File: config.mk
export PLATFORM = sky130hd
export DESIGN_NAME = sync_bank
export DESIGN_NICKNAME = d
export VERILOG_FILES = /design/src/rtl/sync_bank.sv
export SDC_FILE = /design/constraint.sdc
export NUM_CORES = 1
export LEC_CHECK = 0
export CORE_MARGIN = 2
export CORE_UTILIZATION = 41
export DETAILED_ROUTE_END_ITERATION = 8
export PLACE_DENSITY = 0.75
export RECOVER_POWER = 25
export SKIP_CTS_REPAIR_TIMING = 1
export SYNTH_ARGS = -nofsm -noshare
export SYNTH_HDL_FRONTEND = slang
export SYNTH_SLANG_ARGS = --single-unit
File: constraint.sdc
create_clock -name clk -period 1.2 [get_ports clk]
set_input_delay 0.24 -clock clk [delete_from_list [all_inputs] [get_ports clk]]
set_output_delay 0.24 -clock clk [all_outputs]
set_load 0.03 [all_outputs]
File: src/rtl/sync_bank.sv
// sync_bank: NUM_CH-channel async-to-clk synchronizer with optional debounce, edge pulses and
// sticky event flags. Define SYNC_BANK_FILT_EN to compile in the per-channel debounce filter.
module sync_bank #(
    parameter int unsigned       NUM_CH    = 8,
    parameter int unsigned       SYNC_DLY  = 2,
    parameter logic [NUM_CH-1:0] RST_VAL   = '0,
    parameter int unsigned       EDGE_MODE = 1,
    parameter int unsigned       FILT_CYC  = 4
) (
    input  logic              clk,
    input  logic              rst_,
    input  logic [NUM_CH-1:0] data_in,
    input  logic [NUM_CH-1:0] sticky_clr,
    output logic [NUM_CH-1:0] data_synced,
    output logic [NUM_CH-1:0] pulse_out,
    output logic [NUM_CH-1:0] sticky,
    output logic              any_event
);

    if (SYNC_DLY < 2 || SYNC_DLY > 4) begin : g_bad_dly
        $error("sync_bank: SYNC_DLY=%0d outside 2..4", SYNC_DLY);
    end
    if (NUM_CH < 1 || NUM_CH > 64) begin : g_bad_ch
        $error("sync_bank: NUM_CH=%0d outside 1..64", NUM_CH);
    end
    if (FILT_CYC < 1 || FILT_CYC > 255) begin : g_bad_filt
        $error("sync_bank: FILT_CYC=%0d outside 1..255", FILT_CYC);
    end
    if (EDGE_MODE > 3) begin : g_bad_edge
        $error("sync_bank: EDGE_MODE=%0d outside 0..3", EDGE_MODE);
    end

    logic [NUM_CH-1:0] stage [SYNC_DLY];
    logic [NUM_CH-1:0] s;
    logic [NUM_CH-1:0] lvl;
    logic [NUM_CH-1:0] prv;
    logic [NUM_CH-1:0] pulse;

    // Synchronizer chain: stage[0] is the metastability catcher
    always_ff @(posedge clk or negedge rst_) begin
        if (!rst_) begin
            for (int i = 0; i < SYNC_DLY; i++) stage[i] <= RST_VAL;
        end else begin
            stage[0] <= data_in;
            for (int i = 1; i < SYNC_DLY; i++) stage[i] <= stage[i-1];
        end
    end

    assign s = stage[SYNC_DLY-1];

`ifdef SYNC_BANK_FILT_EN
    localparam logic [7:0] CNT_MAX = 8'(FILT_CYC - 1);

    logic [7:0] cnt [NUM_CH];

    // Debounce: lvl follows s only after s has disagreed for FILT_CYC consecutive cycles
    always_ff @(posedge clk or negedge rst_) begin
        if (!rst_) begin
            lvl <= RST_VAL;
            for (int c = 0; c < NUM_CH; c++) cnt[c] <= '0;
        end else begin
            for (int c = 0; c < NUM_CH; c++) begin
                if (s[c] == lvl[c]) begin
                    cnt[c] <= '0;
                end else if (cnt[c] == CNT_MAX) begin
                    lvl[c] <= s[c];
                    cnt[c] <= '0;
                end else begin
                    cnt[c] <= cnt[c] + 8'd1;
                end
            end
        end
    end
`else
    assign lvl = s;
`endif

    assign data_synced = lvl;

    // Edge detect stage: prv trails lvl by one cycle
    always_ff @(posedge clk or negedge rst_) begin
        if (!rst_) prv <= RST_VAL;
        else       prv <= lvl;
    end

    always_comb begin
        pulse = '0;
        case (EDGE_MODE)
            1:       pulse = lvl & ~prv;
            2:       pulse = ~lvl & prv;
            3:       pulse = lvl ^ prv;
            default: pulse = '0;
        endcase
    end

    assign pulse_out = pulse;
    assign any_event = |pulse;

    // Sticky stage: a pulse in the same cycle as a clear wins
    always_ff @(posedge clk or negedge rst_) begin
        if (!rst_) sticky <= '0;
        else       sticky <= pulse | (sticky & ~sticky_clr);
    end

endmodule

; ---- Word-level counts from Yosys, hierarchy flattened
; Cells that the tools add are included.
[word_totals]
register_bits = 32
word_cells = 10
input_bits = 18
output_inout_bits = 25
[classes]
n_reduce_logical = 1
n_bitwise = 5
[ops]
columns = operator, n
row1 = 8-bit bitwise AND, 2
row2 = 8-bit inverter, 2
row3 = 8-bit bitwise OR, 1
row4 = 8-bit OR reduction, 1

; ---- Longest topological paths before layout
; Gate-level depths: netlist of the first run.
[depth]
word_depth = 3
mapped_depth = 3
depth_no_buf = 3

; ---- Worst setup path before layout of the first run
; No wires, ideal clock.
[synth_timing]
path_type = reg2out
startpoint = register stage, in the netlist data_synced[2]
endpoint = output any_event
arrival_ns = 1.236
required_ns = 0.960
n_path_buf = 0
slack_ns = -0.276
path_stages_with_launch = 4
path_cell_list = dfrtp_1 -> nor2b_1 -> nor4_2 -> nand2_1
[synth_via]
elab_chain_cells = 2
[synth_rtl]
columns = item, line_no
row1 = start: declaration, 33  ; logic [NUM_CH-1:0] stage [SYNC_DLY];
row2 = 8-bit bitwise AND, 89  ; 1: pulse = lvl & ~prv;
row3 = named net pulse_out[2], 15  ; output logic [NUM_CH-1:0] pulse_out,
row4 = 8-bit OR reduction, 97  ; assign any_event = |pulse;
row5 = end: declaration, 17  ; output logic any_event
; The timed path passes the listed nets, and every way through them passes these cells.

; ---- Worst setup path in the final report of the first run
[layout_timing]
startpoint = register stage, in the netlist data_synced[0]
endpoint = output any_event
[layout_via]
elab_chain_cells = 2
[layout_rtl]
columns = item, line_no
row1 = 8-bit bitwise AND, 89
row2 = 8-bit OR reduction, 97
; No other way between the ends.

==> run_results.csv, run 1 <==
group,metric,value,unit
detailed_routing,initial_drc_count,3,
detailed_routing,antenna_violating_nets_post_route,0,
detailed_routing,avgRoutedWirePerCell,15.5,um
grt,grt_start_max_net_pins,33,
layout,most-common-layout-cells,"sky130_fd_sc_hd__dfrtp_1 (32), sky130_fd_sc_hd__buf_6 (31), sky130_fd_sc_hd__buf_4 (16)",
detailed_routing,vias,722,
placed_design,place.port_buffers,42,
floorplanning,floorplan.io_pins,43,
detailed_routing,route.detailed.drc,0,
detailed_routing,viasPerCell,4.48,
detailed_routing,wl,2500,um
min_path,worstHoldPathType,"reg -> reg",
layout,area_delta_synth_final,69.5,%
layout,mostFrequentLayoutCell,"sky130_fd_sc_hd__dfrtp_1",
run_status,failing_checks,"setup timing",
layout,finish.utilization,0.732,
clock_network,cts_num_sinks,32,
timing,worst_setup_slack_final,-0.423,ns
floorplanning,fp.dieH,54.9,um
grt,initial_antenna_violation_count,0,
grt,grt_remaining_overflow,0,
layout,design.final.nets,149,
logic_synthesis,synth_top_area_cell,"sky130_fd_sc_hd__dfrtp_1",
timing,rsz_0062_raised_after_global_routing,"true",
timing,max_freq,616,MHz
logic_synthesis,synth_sequential_area_ratio,0.755,
layout,nFillCells,149,
layout,diodes,0,
placed_design,routabilityCongestion,0.692,
run_status,run_status,"complete, but fails checks",
logic_synthesis,synth_top_area_frac,0.755,
logic_synthesis,synth.avg_cell_area,15.8,um^2
flow_run,max_cap_violations,0,
floorplanning,num_rows,18,
timing,finalMaxSlewViolations,0,
clock_network,tritoncts_clock_tree,"built",
placed_design,preCtsSetupSlack,-0.510,ns
logic_synthesis,synthesis.instances,67,
power,pwr_density_cell,1280,nW/um^2
placed_design,dp.final_hpwl,1620,um
floorplanning,initial_utilization,0.432,
placed_design,numPlacedInstances,148,
timing,final.period_utilization,1.35,
layout,final_design_area_no_fill,1800,um^2
critical_path,start_kind,"flop",
critical_path,arrival,1.38,ns
timing,timing.final.setup_violations,17,
floorplanning,die_width,54.9,um
grt,grt_first_pass_wirelength,3030,um
logic_synthesis,synth_area_leaders,"sky130_fd_sc_hd__dfrtp_1 (75%), sky130_fd_sc_hd__buf_4 (5.7%), sky130_fd_sc_hd__nor2b_4 (5.2%)",
grt,grt_use_total,0.155,
floorplanning,placeableCoreArea,2450,um^2
logic_synthesis,synth-seq-cells,32,
logic_synthesis,yosys_warnings,0,
clock_network,cts_buffers,5,
timing,fin_crit,1.62,ns
timing,max_slew.worst_pin.slew,0.765,ns
clock_network,number_of_buffers_between_clock_root_and_the_deepest_sink,2,
critical_path,timing.reg2reg.setup_slack,0.17,ns
critical_path,cp_max_fanout,2,
clock_network,clock_insertion_delay_worst_skew,0.32,ns
clock_network,cts_max_level,2,
timing,finalHoldViolations,0,
clock_network,clk_pin_slew,0.09,ns
grt,grt_pass1_vias,689,
critical_path,critical_path_required,0.96,ns
timing,worst_clock_skew,0.00612,ns
power,cellLeakagePower,0.927,nW
clock_network,ctsRootBufferMaster,"sky130_fd_sc_hd__clkbuf_4",
placed_design,placed_cell_area,1560,um^2
power,vdd_ir_max,1130,uV
layout,finalNonFillerCells,161,
logic_synthesis,synthesis.nets,85,
floorplanning,design.die.area,3010,um^2
logic_synthesis,synth.lib_cells_used.distinct,9,
power,totalPowerFinal,2.30,mW
timing,maxSlewHeadroom,0.490,
critical_path,critPathKind,"reg -> out",
critical_path,timing.critical_path.to_type,"output pin",
layout,drive_above_1_share,0.511,
logic_synthesis,syn_area,1060,um^2
detailed_routing,dr.pass1.iters,4,
worst paths after layout:
| kind | from | endpoint | cells past startpoint |
|---|---|---|---|
| worst max-delay path | data_synced[0] | any_event | 4 |
| worst min-delay path | stage[15] | data_synced[7] | 0 |
| worst max register to register | data_synced[0] | sticky[0] | 4 |
| worst min register to register | stage[15] | data_synced[7] | 0 |
| max in group asynchronous | rst_ | prv[5] | 2 |
| min in group asynchronous | rst_ | sticky[0] | 2 |
cells by family after synthesis:
kind of cell / count (synthesis) / share of synthesized area
compound gates: 8 / 0.0578
buf+inv: 16 / 0.0849
flops: 32 / 0.755
simple gates: 11 / 0.103
power breakdown:
part           internal [mW]  total (mW)  switching (mW)
Clock                  0.332       0.659           0.327
Sequential              1.14        1.18          0.0412
Combinational          0.235       0.459           0.223
area by class of cell:
type,instances,area (um^2),share of cell area
inverters,8,30.0,0.0167
well taps,30,37.5,0.0209
flip-flops and latches,32,801,0.445
multi-input cells,19,220,0.122
repair buffers,65,644,0.358
clock buffers,7,65.1,0.0362
flip-flops by register name (all words and copies together) (netlist names):
| register | flops |
|---|---|
| data_synced | 8 |
| prv | 8 |
| stage | 8 |
| sticky | 8 |
through the flow:
stage / TNS, ns / hold WS [ns]
finish: -2.52 / 0.353
global route: -3.38 / 0.364
CTS: -3.04 / 0.271
detailed placement: -0.510 / 0.336
global placement: -0.488 / 0.333
floorplan: -0.0223 / -0.0556
metal layers:
metal	GRT usage	up-vias	part of all wire
met5	0	-	0
met4	0.0625	0	0.017
met1	0.182	368	0.38
met2	0.242	20	0.55
met3	0.0738	6	0.052
li1	-	328	-
cells in the mapped netlist:
cell type	count
sky130_fd_sc_hd__nor4_2	2
sky130_fd_sc_hd__a21o_2	1
sky130_fd_sc_hd__buf_4	8
sky130_fd_sc_hd__nor2b_4	4
sky130_fd_sc_hd__a21o_1	7
sky130_fd_sc_hd__nand2_1	1
sky130_fd_sc_hd__inv_1	8
sky130_fd_sc_hd__dfrtp_1	32
sky130_fd_sc_hd__nor2b_1	4
critical path: stages, from the launching register on:
cell and delay (ns):
sky130_fd_sc_hd__dfrtp_1 0.40, sky130_fd_sc_hd__nor2b_4 0.15, sky130_fd_sc_hd__nor4_4 0.28, sky130_fd_sc_hd__nand2_2 0.09
sky130_fd_sc_hd__buf_6 0.15
(Power assumes the default switching activity.)
==> run 2: changes to the inputs <==
CORE_MARGIN = unset   (was 2)
==> run 2 against run 1 <==
  * The run still ends with setup timing left
  * Non-clock buffer count down 3
  * Hold slack worse by 0.0085 ns
  * Via count down 5.7%
  * Global-route usage grew 2.2 points
==> run_results.csv, run 2 (synthesis gave the netlist of run 1 again) <==
group,metric,value,unit
detailed_routing,vias,681,
min_path,worstHoldPathType,"reg -> reg",
power,cellLeakagePower,0.896,nW
layout,ff_latch_area,801,um^2
clock_network,tritoncts_clock_tree,"built",
power,pwr_density_cell,1220,nW/um^2
placed_design,place.port_buffers,42,
detailed_routing,avgRoutedWirePerCell,14.7,um
run_status,run_status,"complete, but fails checks",
timing,timing.final.setup_violations,11,
power,power.internal,1.57,mW
run_status,failing_checks,"setup timing",
clock_network,ctsRootBufferMaster,"sky130_fd_sc_hd__clkbuf_4",
clock_network,number_of_buffers_between_clock_root_and_the_deepest_sink,2,
floorplanning,initial_utilization,0.432,
floorplanning,design.die.area,2800,um^2
layout,finalNonFillerCells,156,
power,switching_share,0.262,
layout,mostFrequentLayoutCell,"sky130_fd_sc_hd__dfrtp_1",
clock_network,clock_insertion_delay_worst_skew,0.31,ns
clock_network,cts_num_sinks,32,
flow_run,max_cap_violations,0,
grt,grt_start_max_net_pins,33,
critical_path,cp-startpoint,"data_synced[1]",
clock_network,clk_pin_slew,0.08,ns
critical_path,critical_path_required,0.96,ns
layout,diodes,0,
power,net_switching_power_figure,0.556,mW
detailed_routing,initial_drc_count,6,
detailed_routing,route.detailed.drc,0,
grt,grt_first_pass_wirelength,3250,um
grt,grt_use_total,0.176,
grt,initial_antenna_violation_count,0,
layout,design.final.nets,146,
floorplanning,floorplan.io_pins,43,
detailed_routing,antenna_violating_nets_post_route,0,
power,power_frac_clock,0.233,
timing,finalHoldViolations,0,
timing,final.period_utilization,1.33,
timing,fin_crit,1.59,ns
layout,area_delta_synth_final,64.4,%
timing,rsz_0062_raised_after_global_routing,"true",
power,power.share.combinational,0.210,
timing,finalMaxSlewViolations,0,
critical_path,crit-reg2reg-launch,"data_synced[3]",
grt,grt_pass1_vias,704,
placed_design,dp.final_hpwl,1480,um
timing,maxSlewHeadroom,0.501,
power,totalPowerFinal,2.12,mW
floorplanning,die_width,52.9,um
floorplanning,num_rows,18,
power,vdd_ir_max,1090,uV
placed_design,routabilityCongestion,0.693,
clock_network,cts_buffers,5,
critical_path,start_kind,"flop",
detailed_routing,viasPerCell,4.37,
grt,grt_remaining_overflow,0,
detailed_routing,dr.pass1.iters,4,
critical_path,cp_max_fanout,2,
placed_design,numPlacedInstances,148,
clock_network,cts_max_level,2,
timing,max_slew.worst_pin.slew,0.749,ns
layout,area_taken_by_multi_input_logic_gates,220,um^2
timing,max_freq,627,MHz
floorplanning,placeableCoreArea,2450,um^2
critical_path,critPathKind,"reg -> out",
critical_path,arrival,1.35,ns
critical_path,timing.critical_path.to_type,"output pin",
timing,worst_clock_skew,0.00773,ns
layout,nFillCells,160,
layout,drive_above_1_share,0.492,
layout,most-common-layout-cells,"sky130_fd_sc_hd__dfrtp_1 (32), sky130_fd_sc_hd__buf_6 (30), sky130_fd_sc_hd__buf_4 (14)",
detailed_routing,wl,2300,um
power,power.share.sequential,0.557,
min_path,holdCritStartpoint,"stage[10]",
timing,worst_setup_slack_final,-0.394,ns
floorplanning,fp.dieH,52.9,um
[run 2: metal layers]
| metal | part of all wire | global-route usage |
|---|---|---|
| met4 | 0.0070 | 0.0658 |
| met5 | 0 | 0 |
| met1 | 0.37 | 0.207 |
| met3 | 0.034 | 0.0690 |
| met2 | 0.59 | 0.291 |
[run 2: layout make-up]
cell class              count  share of cell area
multi-input cells          19               0.126
clock buffers               5              0.0215
repair buffers             62               0.354
flip-flops and latches     32               0.459
inverters                   8              0.0172
well taps                  30              0.0215
[run 2: final timing paths]
path                                  end  slack (ns)  depth (start not counted)
max                             any_event       -0.39                          4
min                        data_synced[2]        0.34                          0
max reg2reg                     sticky[3]        0.18                          4
min reg2reg                data_synced[2]        0.34                          0
max in group asynchronous       sticky[5]        0.18                          2
min in group asynchronous       sticky[7]        0.53                          2
[run 2: power by group through the flow]
stage,registers (mW),clock network [mW],logic (mW)
after floorplan,1.24,0,0.144
after global placement,1.19,0,0.390
after detailed placement,1.20,0,0.397
after CTS,1.18,0.515,0.399
after global routing,1.19,0.576,0.473
final,1.18,0.495,0.445
[run 2: per-stage QoR]
| step | setup TNS [ns] | hold WS [ns] | utilization | area, um^2 | worst slack [ns] |
|---|---|---|---|---|---|
| 6_report | -1.87 | 0.345 | 0.710 | 1740 | -0.394 |
| 5_1_grt | -2.91 | 0.362 | 0.710 | 1740 | -0.501 |
| 4_1_cts | -2.66 | 0.295 | 0.651 | 1600 | -0.875 |
| 3_5_place_dp | -0.504 | 0.335 | 0.636 | 1560 | -0.504 |
| 3_3_place_gp | -0.496 | 0.333 | 0.636 | 1560 | -0.496 |
| 2_1_floorplan | -0.0223 | -0.0556 | - | 1080 | -0.0223 |
[run 2: worst max-delay path, cell delays in order (launching register included)]
cell and delay [ns]:
sky130_fd_sc_hd__dfrtp_1 0.40, sky130_fd_sc_hd__nor2b_4 0.15, sky130_fd_sc_hd__nor4_4 0.28, sky130_fd_sc_hd__nand2_2 0.08, sky130_fd_sc_hd__buf_6 0.14
